File: src/rtl/alu_operand_pkg.sv
// Shared types and constants for the ALU operand stage.
//   alu_src_t : operand B source select
//   REG_IDX_W : register number width
//   XZR_IDX   : zero register, never a forwarding target
package alu_operand_pkg;

   typedef enum logic [1:0] {
      SRC_REG       = 2'd0,
      SRC_IMM       = 2'd1,
      SRC_IMM_SHIFT = 2'd2,
      SRC_ZERO      = 2'd3
   } alu_src_t;

   localparam int REG_IDX_W = 5;
   localparam logic [REG_IDX_W-1:0] XZR_IDX = 5'd31;

endpackage

File: src/rtl/fwd_select.sv
// Combinational forwarding priority match for one source operand.
// Ports:
//   idx       : source register number
//   rf_data   : register-file read data, used when no forward matches
//   fwd_valid : per-source forward enable
//   fwd_idx   : per-source destination register, source 0 in the LSBs
//   fwd_data  : per-source result, source 0 in the LSBs
//   value     : resolved operand value
module fwd_select
   import alu_operand_pkg::*;
#(
   parameter int WIDTH = 64,
   parameter int N_FWD = 2
) (
   input  logic [REG_IDX_W-1:0]       idx,
   input  logic [WIDTH-1:0]           rf_data,
   input  logic [N_FWD-1:0]           fwd_valid,
   input  logic [REG_IDX_W*N_FWD-1:0] fwd_idx,
   input  logic [WIDTH*N_FWD-1:0]     fwd_data,
   output logic [WIDTH-1:0]           value
);

   // Walk from the oldest source down to source 0 so the youngest match is
   // the last assignment and therefore wins; no match leaves rf_data.
   always_comb begin
      value = rf_data;
      for (int k = N_FWD - 1; k >= 0; k--) begin
         if (fwd_valid[k] &&
             (fwd_idx[k*REG_IDX_W +: REG_IDX_W] == idx) &&
             (idx != XZR_IDX)) begin
            value = fwd_data[k*WIDTH +: WIDTH];
         end
      end
   end

endmodule

File: src/rtl/alu_operand_stage.sv
// Registered ALU operand stage: forwards rs1/rs2, selects operand B and
// holds the result in a valid/ready pipeline register.
// Ports:
//   clk, reset           : clock, asynchronous active-high reset
//   in_valid / in_ready  : upstream handshake
//   read_data1/2, imm    : register-file data and pre-extended immediate
//   alu_src              : operand B select (alu_src_t)
//   rs1_idx, rs2_idx     : source register numbers
//   fwd_valid/idx/data   : forwarding sources, source 0 in the LSBs
//   out_valid / out_ready: downstream handshake
//   data1, data2         : operands A and B
//   store_data           : forwarded rs2 value regardless of alu_src
module alu_operand_stage
   import alu_operand_pkg::*;
#(
   parameter int WIDTH     = 64,
   parameter int N_FWD     = 2,
   parameter int IMM_SHIFT = 12
) (
   input  logic                       clk,
   input  logic                       reset,
   input  logic                       in_valid,
   output logic                       in_ready,
   input  logic [WIDTH-1:0]           read_data1,
   input  logic [WIDTH-1:0]           read_data2,
   input  logic [WIDTH-1:0]           imm,
   input  logic [1:0]                 alu_src,
   input  logic [REG_IDX_W-1:0]       rs1_idx,
   input  logic [REG_IDX_W-1:0]       rs2_idx,
   input  logic [N_FWD-1:0]           fwd_valid,
   input  logic [REG_IDX_W*N_FWD-1:0] fwd_idx,
   input  logic [WIDTH*N_FWD-1:0]     fwd_data,
   output logic                       out_valid,
   input  logic                       out_ready,
   output logic [WIDTH-1:0]           data1,
   output logic [WIDTH-1:0]           data2,
   output logic [WIDTH-1:0]           store_data
);

   logic [WIDTH-1:0] rs1_value;
   logic [WIDTH-1:0] rs2_value;
   logic [WIDTH-1:0] imm_shifted;
   logic [WIDTH-1:0] operand_b;
   logic             capture;
   alu_src_t         src_sel;

   fwd_select #(
      .WIDTH (WIDTH),
      .N_FWD (N_FWD)
   ) u_fwd_rs1 (
      .idx       (rs1_idx),
      .rf_data   (read_data1),
      .fwd_valid (fwd_valid),
      .fwd_idx   (fwd_idx),
      .fwd_data  (fwd_data),
      .value     (rs1_value)
   );

   fwd_select #(
      .WIDTH (WIDTH),
      .N_FWD (N_FWD)
   ) u_fwd_rs2 (
      .idx       (rs2_idx),
      .rf_data   (read_data2),
      .fwd_valid (fwd_valid),
      .fwd_idx   (fwd_idx),
      .fwd_data  (fwd_data),
      .value     (rs2_value)
   );

   // Bits shifted past the top are dropped.
   assign imm_shifted = imm << IMM_SHIFT;
   assign src_sel     = alu_src_t'(alu_src);

   always_comb begin
      operand_b = '0;
      case (src_sel)
         SRC_REG:       operand_b = rs2_value;
         SRC_IMM:       operand_b = imm;
         SRC_IMM_SHIFT: operand_b = imm_shifted;
         SRC_ZERO:      operand_b = '0;
         default:       operand_b = '0;
      endcase
   end

   // out_ready only reaches in_ready; data registers see it solely through
   // the capture enable, so no combinational path reaches the data outputs.
   assign in_ready = !out_valid || out_ready;
   assign capture  = in_valid && in_ready;

   always_ff @(posedge clk or posedge reset) begin
      if (reset) begin
         out_valid  <= 1'b0;
         data1      <= '0;
         data2      <= '0;
         store_data <= '0;
      end else if (capture) begin
         out_valid  <= 1'b1;
         data1      <= rs1_value;
         data2      <= operand_b;
         store_data <= rs2_value;
      end else if (out_ready) begin
         // Bundle consumed with nothing new behind it; data holds.
         out_valid  <= 1'b0;
      end
   end

endmodule

File: config.mk
export PLATFORM = sky130hd
export DESIGN_NAME = alu_operand_stage
export DESIGN_NICKNAME = d
export VERILOG_FILES = /design/src/rtl/alu_operand_pkg.sv /design/src/rtl/fwd_select.sv /design/src/rtl/alu_operand_stage.sv
export SDC_FILE = /design/constraint.sdc
export NUM_CORES = 1
export LEC_CHECK = 0
export CORE_ASPECT_RATIO = 0.5
export CORE_MARGIN = 1.5
export CORE_UTILIZATION = 30
export CTS_CLUSTER_DIAMETER = 30
export CTS_CLUSTER_SIZE = 24
export DETAILED_ROUTE_END_ITERATION = 7
export PLACE_DENSITY = 0.59
export SETUP_SLACK_MARGIN = 0.5
export SLEW_MARGIN = 30
export SYNTH_ARGS = -nofsm -noshare
export SYNTH_HDL_FRONTEND = slang
export SYNTH_HIERARCHICAL = 1
export SYNTH_SLANG_ARGS = --single-unit
File: constraint.sdc
create_clock -name clk -period 8.9 [get_ports clk]
set_input_delay 1.78 -clock clk [delete_from_list [all_inputs] [get_ports clk]]
set_output_delay 1.78 -clock clk [all_outputs]
set_load 0.1 [all_outputs]
Yosys cells after proc, flatten, opt, wreduce, memory -nomap -nowiden

Cells that the tools add are included.

Bits in registers: 193
Input bits: 348

Equality and inequality tests: 9
Multiplexer cells: 7
Reductions and logical operators: 13

Operator list:

| kind               | number |
|---|---|
| $mux 64            | 4 |
| $pmux 64 s4        | 1 |
| $eq 5x5->1         | 4 |
| $ne 5x5->1 const B | 2 |
| $logic_and 1x1->1  | 9 |
| $eq 2x2->1 const B | 2 |
| $eq 2x1->1 const B | 1 |
| $logic_not 2->1    | 1 |
| $mux 1             | 2 |
| $reduce_bool 2->1  | 1 |
| $logic_not 1->1    | 1 |
| $logic_or 1x1->1   | 1 |

Depth between registers and ports, before layout

Gate-level depths: netlist of the first run.

Depth in word-level cells: 6
Gate-level depth with buffers: 9
Depth with buffers taken out: 7

Modules after synthesis

The synthesis of the first run kept the hierarchy.

By module, submodules not included:

| module            | instances | cells each | area an instance (µm²) | sequential area each (µm²) |
|---|---|---|---|---|
| alu_operand_stage | 1         | 635        | 8720.9                 | 4829.6 |
| fwd_select        | 2         | 322        | 1834.3                 | 0.0 |

Worst setup path before layout of the first run

No wires, ideal clock.

Kind: input -> output
Start point: input port out_ready
End point: output port in_ready
Arrival: 3036 ps
Required time: 7120 ps
Slack: 4084 ps
Cell stages on the path: 3
Buffers on the path: 2
Cells stage by stage: nand2b_4 buf_6 clkbuf_1

Word-level cells in the longest chain between the ends: 1

Ends and longest elaborated chain:

| element            | RTL line                | RTL |
|---|---|---|
| start: declaration | alu_operand_stage.sv:34 | `input logic out_ready,` |
| $logic_or 1x1->1   | alu_operand_stage.sv:88 | `assign in_ready = !out_valid \|\| out_ready;` |
| end: declaration   | alu_operand_stage.sv:23 | `output logic in_ready,` |

Every way passes these cells.

Final worst setup path of the first run

Ends and elaborated chain as after synthesis.

==> results.cfg, run 1 <==
[sta]
timing.final.ws_setup_ns = 3.02
hold-worst-slack_ns = 0.503
fmax_ghz = 0.170
grt_setup_unrepaired = no
setup_tns_ns = 0
finalCriticalPeriod_ns = 5.88
period_share_pct = 66.1
tightest_slew_ns = 1.07
finalSetupViolCount = 0
final-max-slew-violation-count = 0
timing.slew.headroom_pct = 28.6
skew_ns = 0.0108
finalHoldViolations = 0

[yosys]
yosysSeqAreaShare_pct = 39.0
syn-num-nets = 1627
syn_avg_cell_area_sq_um = 9.69
synth_cell_types = 36
synth.cell_area_sq_um = 12400
netlist_instances = 1279
synth_warnings = 6
synth_seq_cells = 193

[clock_network]
cts_hold_buf = 0
cts_tree = done
clkLatencyLatePin_ns = 0.46
post_cts_resized = 0
cts_setup_buffers = 0
clk_pin_slew_ns = 0.07
h-tree-depth = 4
cts_sinks = 193
cts_root_buf = clkbuf_16
numCtsBuffers = 17
clk_path_buf_depth = 2

[critical_path]
crit_path_cell_trace = clkdlybuf4s50_1 -> nand2b_4 -> clkdlybuf4s50_1
critical_path_buf_inv_count = 2
cpMostUsedCell = clkdlybuf4s50_1
cp.arrival_ns = 4.10
ff2ff_setup_slack_ns = 5.87
worstPathRequired_ns = 7.12
crit_path_end_kind = output port
critPathLaunchType = input port
cpPeakStageDelay_ns = 1.26
crit_fanout = 55
crit_slowest_cell = clkdlybuf4s50_1
cp_top_family = buffers and inverters
crit_type = in -> out

[floorplanning]
core_sq_um = 40600
die_w_um = 290
die_area_sq_um = 42600
io_pins = 542
fp.dieH_um = 147
start_util_pct = 30.5
num_rows = 52

[route]
drcViolationCount = 0
wl_met1_mm = 25.4
drt_iter0_markers = 1265
met2WireLength_mm = 31.9
wl_per_cell_um = 27.5
avgViaCountPerCell = 5.61
dr_wl_met3_mm = 2.72
top_layer = met4
antenna_left = 0
drt_first_pass_iters = 5
routed_wl_mm = 62.7
vias = 12800

[flow_run]
maxCapViolCount = 0

[global_route]
grt_max_degree = 80
grt_overflow = 0
grt_pass1_vias = 12700
grt_pass1_wl_mm = 90.1
antenna_found_initial = 9
grtUsageTotal_pct = 28.6

[cells_and_area]
drive_above_1_share_pct = 15.5
fin_util_pct = 45.0
fin_nets = 2066
areaGrowthSynthToFinish_pct = 47.4
multi_input_area_sq_um = 6680
regArea_sq_um = 4830
fillers = 3956

[placed_design]
place_ws_ns = 3.05
port_buffers = 541
hpwl_mm = 44.6
place_congestion = 0.913

[pwr]
cellPowerDensity_nw_per_um2 = 223
peakVddDrop_v = 0.000151
p_leak_uw = 0.00691

[run_status]
status = finished clean

[worst_hold_path]
min_path_type = reg -> reg
-- power breakdown --
part           internal, uW  switching [uW]  total [uW]  leakage (uW)
Clock                   466             397         863      0.000301
Combinational           561            1540        2100       0.00435
Sequential             1020            80.6        1100       0.00226
Total                  2050            2020        4060       0.00691
-- sequential cells by signal, indices dropped and copies added (netlist names) --
name / count
store_data: 64
data1: 64
out_valid: 1
data2: 64
-- per-layer routing --
layer / global-route usage, % / up-vias
met5: 0 / -
met4: 12.8 / 0
met3: 3.04 / 119
met2: 50.2 / 529
met1: 35.6 / 6428
li1: - / 5713
-- area by class of cell --
cell class | instances | share of cell area (%)
multi-input combinational | 937 | 36.6
antenna | 9 | 0.123
inverter | 3 | 0.103
tap | 540 | 3.70
clock inverter | 12 | 0.939
sequential | 193 | 26.5
timing repair buffer | 566 | 29.6
clock buffer | 20 | 2.50
-- stage by stage --
step                      instance area (sq um)  instances  total power, uW
after detailed placement                  17600       2239             3210
after global routing                      18300       2280             4170
final                                     18300       2280             4060
after CTS                                 18200       2271             4080
after floorplan                           12400       1279             2590
after global placement                    17800       2239             3230
-- path summary, 6_finish.rpt --
path	start	to	cells past startpoint
worst max-delay path	out_ready	in_ready	3
worst min-delay path	store_data[19]$_DFFE_PP0P_	store_data[19]$_DFFE_PP0P_	1
worst max register to register	out_valid$_DFFE_PP0P_	data2[1]$_DFFE_PP0P_	4
worst min register to register	store_data[19]$_DFFE_PP0P_	store_data[19]$_DFFE_PP0P_	1
max in group asynchronous	reset	store_data[11]$_DFFE_PP0P_	3
min in group asynchronous	reset	store_data[61]$_DFFE_PP0P_	2
-- cells in the mapped netlist, drive strengths merged --
cell,instances,area share [%]
dfrtp,193,39
mux2,141,15
a31oi,140,7.1
o21ai,129,5.2
nand3,128,5.2
nor3,128,5.2
buf,113,6.3
a21oi,90,3.6
mux2i,64,5.2
a2bb2oi,39,2.8
clkbuf,33,1.1
xnor2,20,1.5
or2,14,0.71
nand2,13,0.41
nor2,12,0.36
nand4,6,0.40
o211ai,4,0.55
inv,3,0.091
and4,2,0.14
nand2b,2,0.16
o211a,2,0.16
and2,1,0.071
nand3b,1,0.061
nor2b,1,0.051
-- cell families (layout without fill, tap and decap cells) --
logic type,after synthesis,in the layout,share of synthesized area (%)
AOI/OAI and AO/OA,404,404,19.4
and+or+nand+nor,308,308,12.7
muxes,205,205,19.9
DFF,193,193,39.0
buffers and inverters,149,601,7.46
xor gates and xnor gates,20,20,1.54
other,0,9,0
-- cell usage in the layout, fill, tap and decap left out, types with 14 or more instances in the layout --
cell type	instances
a21oi_1	90
dfrtp_1	193
nor3_1	128
mux2_4	64
buf_2	39
mux2_2	77
mux2i_1	64
clkbuf_16	17
or2_2	14
xnor2_1	18
o21ai_0	119
buf_4	26
nand3_1	128
a2bb2oi_1	39
a31oi_1	140
clkdlybuf4s50_1	501
Note: power is estimated with default switching activity, not from simulation.
==> run 2: changes to the inputs <==
Settings changed: PLACE_DENSITY 0.59 to 0.62.
Clock period 8.9 ns to 5.2 ns, I/O delays scaled along.
==> results.cfg, run 2 (synthesized netlist as in run 1, its figures left out) <==
[critical_path]
reg2reg_from = out_valid$_DFFE_PP0P_
cp.arrival_ns = 3.85
critical_path_buf_inv_count = 2
cpPeakStageDelay_ns = 0.62
cp_top_family = compound AO/OA/AOI/OAI gates
crit_path_cell_trace = clkdlybuf4s50_1 -> xnor2_2 -> o211a_4 -> buf_4 -> nand3_1 -> a31oi_1 -> mux2i_1 -> a2bb2oi_1 -> a21oi_1
r2r_end = data2[10]$_DFFE_PP0P_
reg2regPathDepth = 4
crit_slowest_cell = o211a_4
crit_fanout = 43
worstPathRequired_ns = 5.58
crit_type = in -> reg
crit_path_end_kind = flip-flop
critPathLaunchType = input port
ff2ff_setup_slack_ns = 3.18

[clock_network]
cts_root_buf = clkbuf_16
cts_tree = done
cts_hold_buf = 0
clk_path_buf_depth = 2
clk_pin_slew_ns = 0.08
clkLatencyLatePin_ns = 0.46
cts_setup_buffers = 0
h-tree-depth = 4
cts_sinks = 193
numCtsBuffers = 17
post_cts_resized = 0

[sta]
final-max-slew-violation-count = 0
period_share_pct = 66.7
skew_ns = 0.00825
timing.final.ws_setup_ns = 1.73
grt_setup_unrepaired = no
setup_tns_ns = 0
finalCriticalPeriod_ns = 3.47
timing.slew.headroom_pct = 28.6
finalSetupViolCount = 0
fmax_ghz = 0.289
tightest_slew_ns = 1.07
finalHoldViolations = 0

[pwr]
p_clk_share_pct = 20.4
seq_power_share_pct = 27.4
peakVddDrop_v = 0.000233
combPwrFrac_pct = 52.2
cellPowerDensity_nw_per_um2 = 376
switchingPower_uw = 3470
p_leak_uw = 0.00701
switching_share_pct = 50.1
intPower_uw = 3460

[route]
drcViolationCount = 0
routed_wl_mm = 65.6
vias = 13200
drt_iter0_markers = 1442
antenna_left = 0
drt_first_pass_iters = 6
avgViaCountPerCell = 5.73
wl_per_cell_um = 28.5

[global_route]
grt.met1_usage_pct = 35.9
use_met2_pct = 52.9
antenna_found_initial = 16
met3_usage_pct = 4.72
grt_max_degree = 88
grt_pass1_vias = 13100
grt-busiest-layer = met2
grt_overflow = 0
grtUsageTotal_pct = 30.0
grt_pass1_wl_mm = 94.5

[floorplanning]
die_w_um = 290
io_pins = 542
die_area_sq_um = 42600
num_rows = 52
fp.dieH_um = 147
core_sq_um = 40600
start_util_pct = 30.5

[cells_and_area]
areaGrowthSynthToFinish_pct = 48.8
final_cell_mix = 492 x clkdlybuf4s50_1, 193 x dfrtp_1, 140 x a31oi_1
fin_nets = 2079
final_common_cell = clkdlybuf4s50_1
reg_top3 = data1 x64, data2 x64, store_data x64
drive_above_1_share_pct = 16.6

[placed_design]
hpwl_mm = 48.5
place_ws_ns = 1.29
port_buffers = 541
place_congestion = 0.931

[worst_hold_path]
min_path_cells = 1
worstHoldStart = store_data[27]$_DFFE_PP0P_
hold-path-endpoint = store_data[27]$_DFFE_PP0P_
min_path_type = reg -> reg

[run_status]
status = finished clean

[flow_run]
maxCapViolCount = 0
run 2: through the flow:
stage               cell area, sq um  utilization (%)  power (uW)  instances  hold slack, ns
floorplan                      12400                -        4440       1279            1.05
global placement               18000             44.3        5580       2251           0.487
detailed placement             17800             43.8        5530       2251           0.488
CTS                            18400             45.3        6940       2283           0.504
global route                   18400             45.4        7110       2299           0.511
finish                         18400             45.4        6930       2299           0.504
run 2: cell type report:
class                      instances  area, sq um
antenna                           15         37.5
timing repair buffer             579         5590
inverter                           3         15.0
clock inverter                    11          130
multi-input combinational        937         6690
fill                            3956        22200
sequential                       193         4830
tap                              540          676
clock buffer                      21          460
run 2: worst max path at each step:
stage	slack, ns	start	to	cells after the start
3_5_place_dp	1.29	rs2_idx[1]	data2[28]$_DFFE_PP0P_	9
6_report	1.73	rs2_idx[1]	data2[28]$_DFFE_PP0P_	9
2_1_floorplan	1.67	reset	data1[0]$_DFFE_PP0P_	1
5_1_grt	1.57	rs2_idx[3]	data2[23]$_DFFE_PP0P_	9
3_3_place_gp	1.30	rs2_idx[2]	data2[23]$_DFFE_PP0P_	9
4_1_cts	1.77	rs2_idx[1]	data2[28]$_DFFE_PP0P_	9
run 2: power by group through the flow:
stage / clock (uW) / sequential [uW] / combinational [uW]
6_report: 1410 / 1900 / 3620
5_1_grt: 1480 / 1930 / 3700
4_1_cts: 1420 / 1900 / 3620
3_5_place_dp: 0 / 1920 / 3610
3_3_place_gp: 0 / 1920 / 3660
2_1_floorplan: 0 / 3730 / 707
run 2: routing by layer:
layer	up-vias	share of wire [%]
li1	5738	-
met1	6557	38
met2	712	51
met3	167	6.2
met4	4	4.6
met5	-	0.041
==> run 3: changes to the inputs <==
Settings changed: PLACE_DENSITY 0.62 to 0.59.
Clock period 5.2 ns to 3.4 ns, I/O delays scaled along.
==> results.cfg, run 3 (synthesized netlist as in run 1, its figures left out) <==
[global_route]
antenna_found_initial = 6
grt_pass1_wl_mm = 92.4
grt_max_degree = 66
grt_pass1_vias = 13000
grt_overflow = 0
grtUsageTotal_pct = 29.1

[placed_design]
numPlacedInstances = 2273
hpwl_mm = 47.9
port_buffers = 541
place_congestion = 0.912
place_area_sq_um = 17900

[cells_and_area]
drive_above_1_share_pct = 24.8
final_common_cell = clkdlybuf4s50_1
fin_area_sq_um = 18500
fin_nets = 2100
final_cell_mix = 366 x clkdlybuf4s50_1, 209 x buf_4, 193 x dfrtp_1
areaGrowthSynthToFinish_pct = 49.6
reg_top3 = data1 x64, data2 x64, store_data x64
final_cells = 2311

[floorplanning]
start_util_pct = 30.5
die_area_sq_um = 42600
num_rows = 52
io_pins = 542
fp.dieH_um = 147
die_w_um = 290
core_sq_um = 40600

[flow_run]
maxCapViolCount = 0

[pwr]
cellPowerDensity_nw_per_um2 = 577
combPwrFrac_pct = 51.7
intPower_uw = 5380
power_uw = 10700
switchingPower_uw = 5310
peakVddDrop_v = 0.000414
p_clk_share_pct = 21.1
p_leak_uw = 0.00734
seq_power_share_pct = 27.2
switching_share_pct = 49.7

[route]
wl_per_cell_um = 27.5
drt_first_pass_iters = 7
antenna_left = 0
drcViolationCount = 0
vias = 13100
drt_iter0_markers = 1325
avgViaCountPerCell = 5.67
routed_wl_mm = 63.5

[critical_path]
cp.arrival_ns = 3.21
worstPathRequired_ns = 3.78
crit_fanout = 4
critPathLaunchType = input port
crit_type = in -> reg
crit_path_end_kind = flip-flop

[clock_network]
cts_hold_buf = 0
cts_root_buf = clkbuf_16
clk_pin_slew_ns = 0.08
cts_tree = done
h-tree-depth = 4
cts_sinks = 193
numCtsBuffers = 17
clk_path_buf_depth = 2
clkLatencyLatePin_ns = 0.45

[sta]
skew_ns = 0.0101
period_share_pct = 83.3
setup_tns_ns = 0
grt_setup_unrepaired = no
finalCriticalPeriod_ns = 2.83
timing.slew.headroom_pct = 33.5
finalSetupViolCount = 0
fmax_ghz = 0.353
finalHoldViolations = 0
tightest_slew_ns = 0.995
final-max-slew-violation-count = 0

[run_status]
status = finished clean

[worst_hold_path]
min_path_type = reg -> reg
## run 3: cell types whose count changed in the layout (fill, tap and decap cells not counted), sizes merged
cell,delta
diode,-9
clkbuf,-2
clkinv,-2
clkdlybuf4s50,-126
bufinv,+1
buf,+148
inv,+2
## run 3: timing repair
action                     CTS  global route
setup endpoints to repair    0             1
buffers inserted             0             0
gates resized for setup      0             1
## run 3: path summary, 6_finish.rpt
kind,start,to,slack [ns],cells past startpoint
worst max-delay path,rs2_idx[1],data2[52]$_DFFE_PP0P_,0.57,10
worst min register to register,store_data[1]$_DFFE_PP0P_,store_data[1]$_DFFE_PP0P_,0.51,1
min in group asynchronous,reset,data2[55]$_DFFE_PP0P_,0.68,2
worst min-delay path,store_data[1]$_DFFE_PP0P_,store_data[1]$_DFFE_PP0P_,0.51,1
max in group asynchronous,reset,data1[27]$_DFFE_PP0P_,1.91,3
worst max register to register,out_valid$_DFFE_PP0P_,data2[6]$_DFFE_PP0P_,1.52,4
## run 3: through the flow
step | setup WS [ns] | utilization (%) | hold WS, ns
2_1_floorplan | 0.230 | - | 0.831
3_3_place_gp | 0.0837 | 44.1 | 0.489
3_5_place_dp | 0.116 | 44.1 | 0.493
4_1_cts | 0.561 | 45.6 | 0.511
5_1_grt | 0.504 | 45.7 | 0.519
6_report | 0.567 | 45.7 | 0.509
## run 3: area by class of cell
type	count	area, sq um
antenna	6	15.0
clock buffer	20	457
clock inverter	12	170
fill	3993	22100
inverter	3	15.0
multi-input combinational	937	6670
sequential	193	4830
tap	540	676
timing repair buffer	600	5700
## run 3: layer usage
metal	global-route usage [%]	vias to the layer above	part of all wire, %
met5	0	-	0
met4	12.3	0	4.4
met3	3.37	140	5.2
met2	52.3	633	51
met1	35.4	6557	39
li1	-	5780	-
## run 3: power by group through the flow
stage | clock, uW | sequential (uW) | combinational, uW
6_report | 2260 | 2910 | 5520
5_1_grt | 2370 | 2950 | 5660
4_1_cts | 2280 | 2900 | 5520
3_5_place_dp | 0 | 2940 | 5510
3_3_place_gp | 0 | 2940 | 5500
2_1_floorplan | 0 | 5710 | 1080
## run 3: critical path, cell delays in order
cell and delay, ns:
clkdlybuf4s50_1 0.60, xnor2_1 0.15, nand4_1 0.19, or2_2 0.41, buf_4 0.18, a31oi_1 0.28, buf_4 0.19, mux2i_1 0.06
or2_2 0.28, a31oi_1 0.18
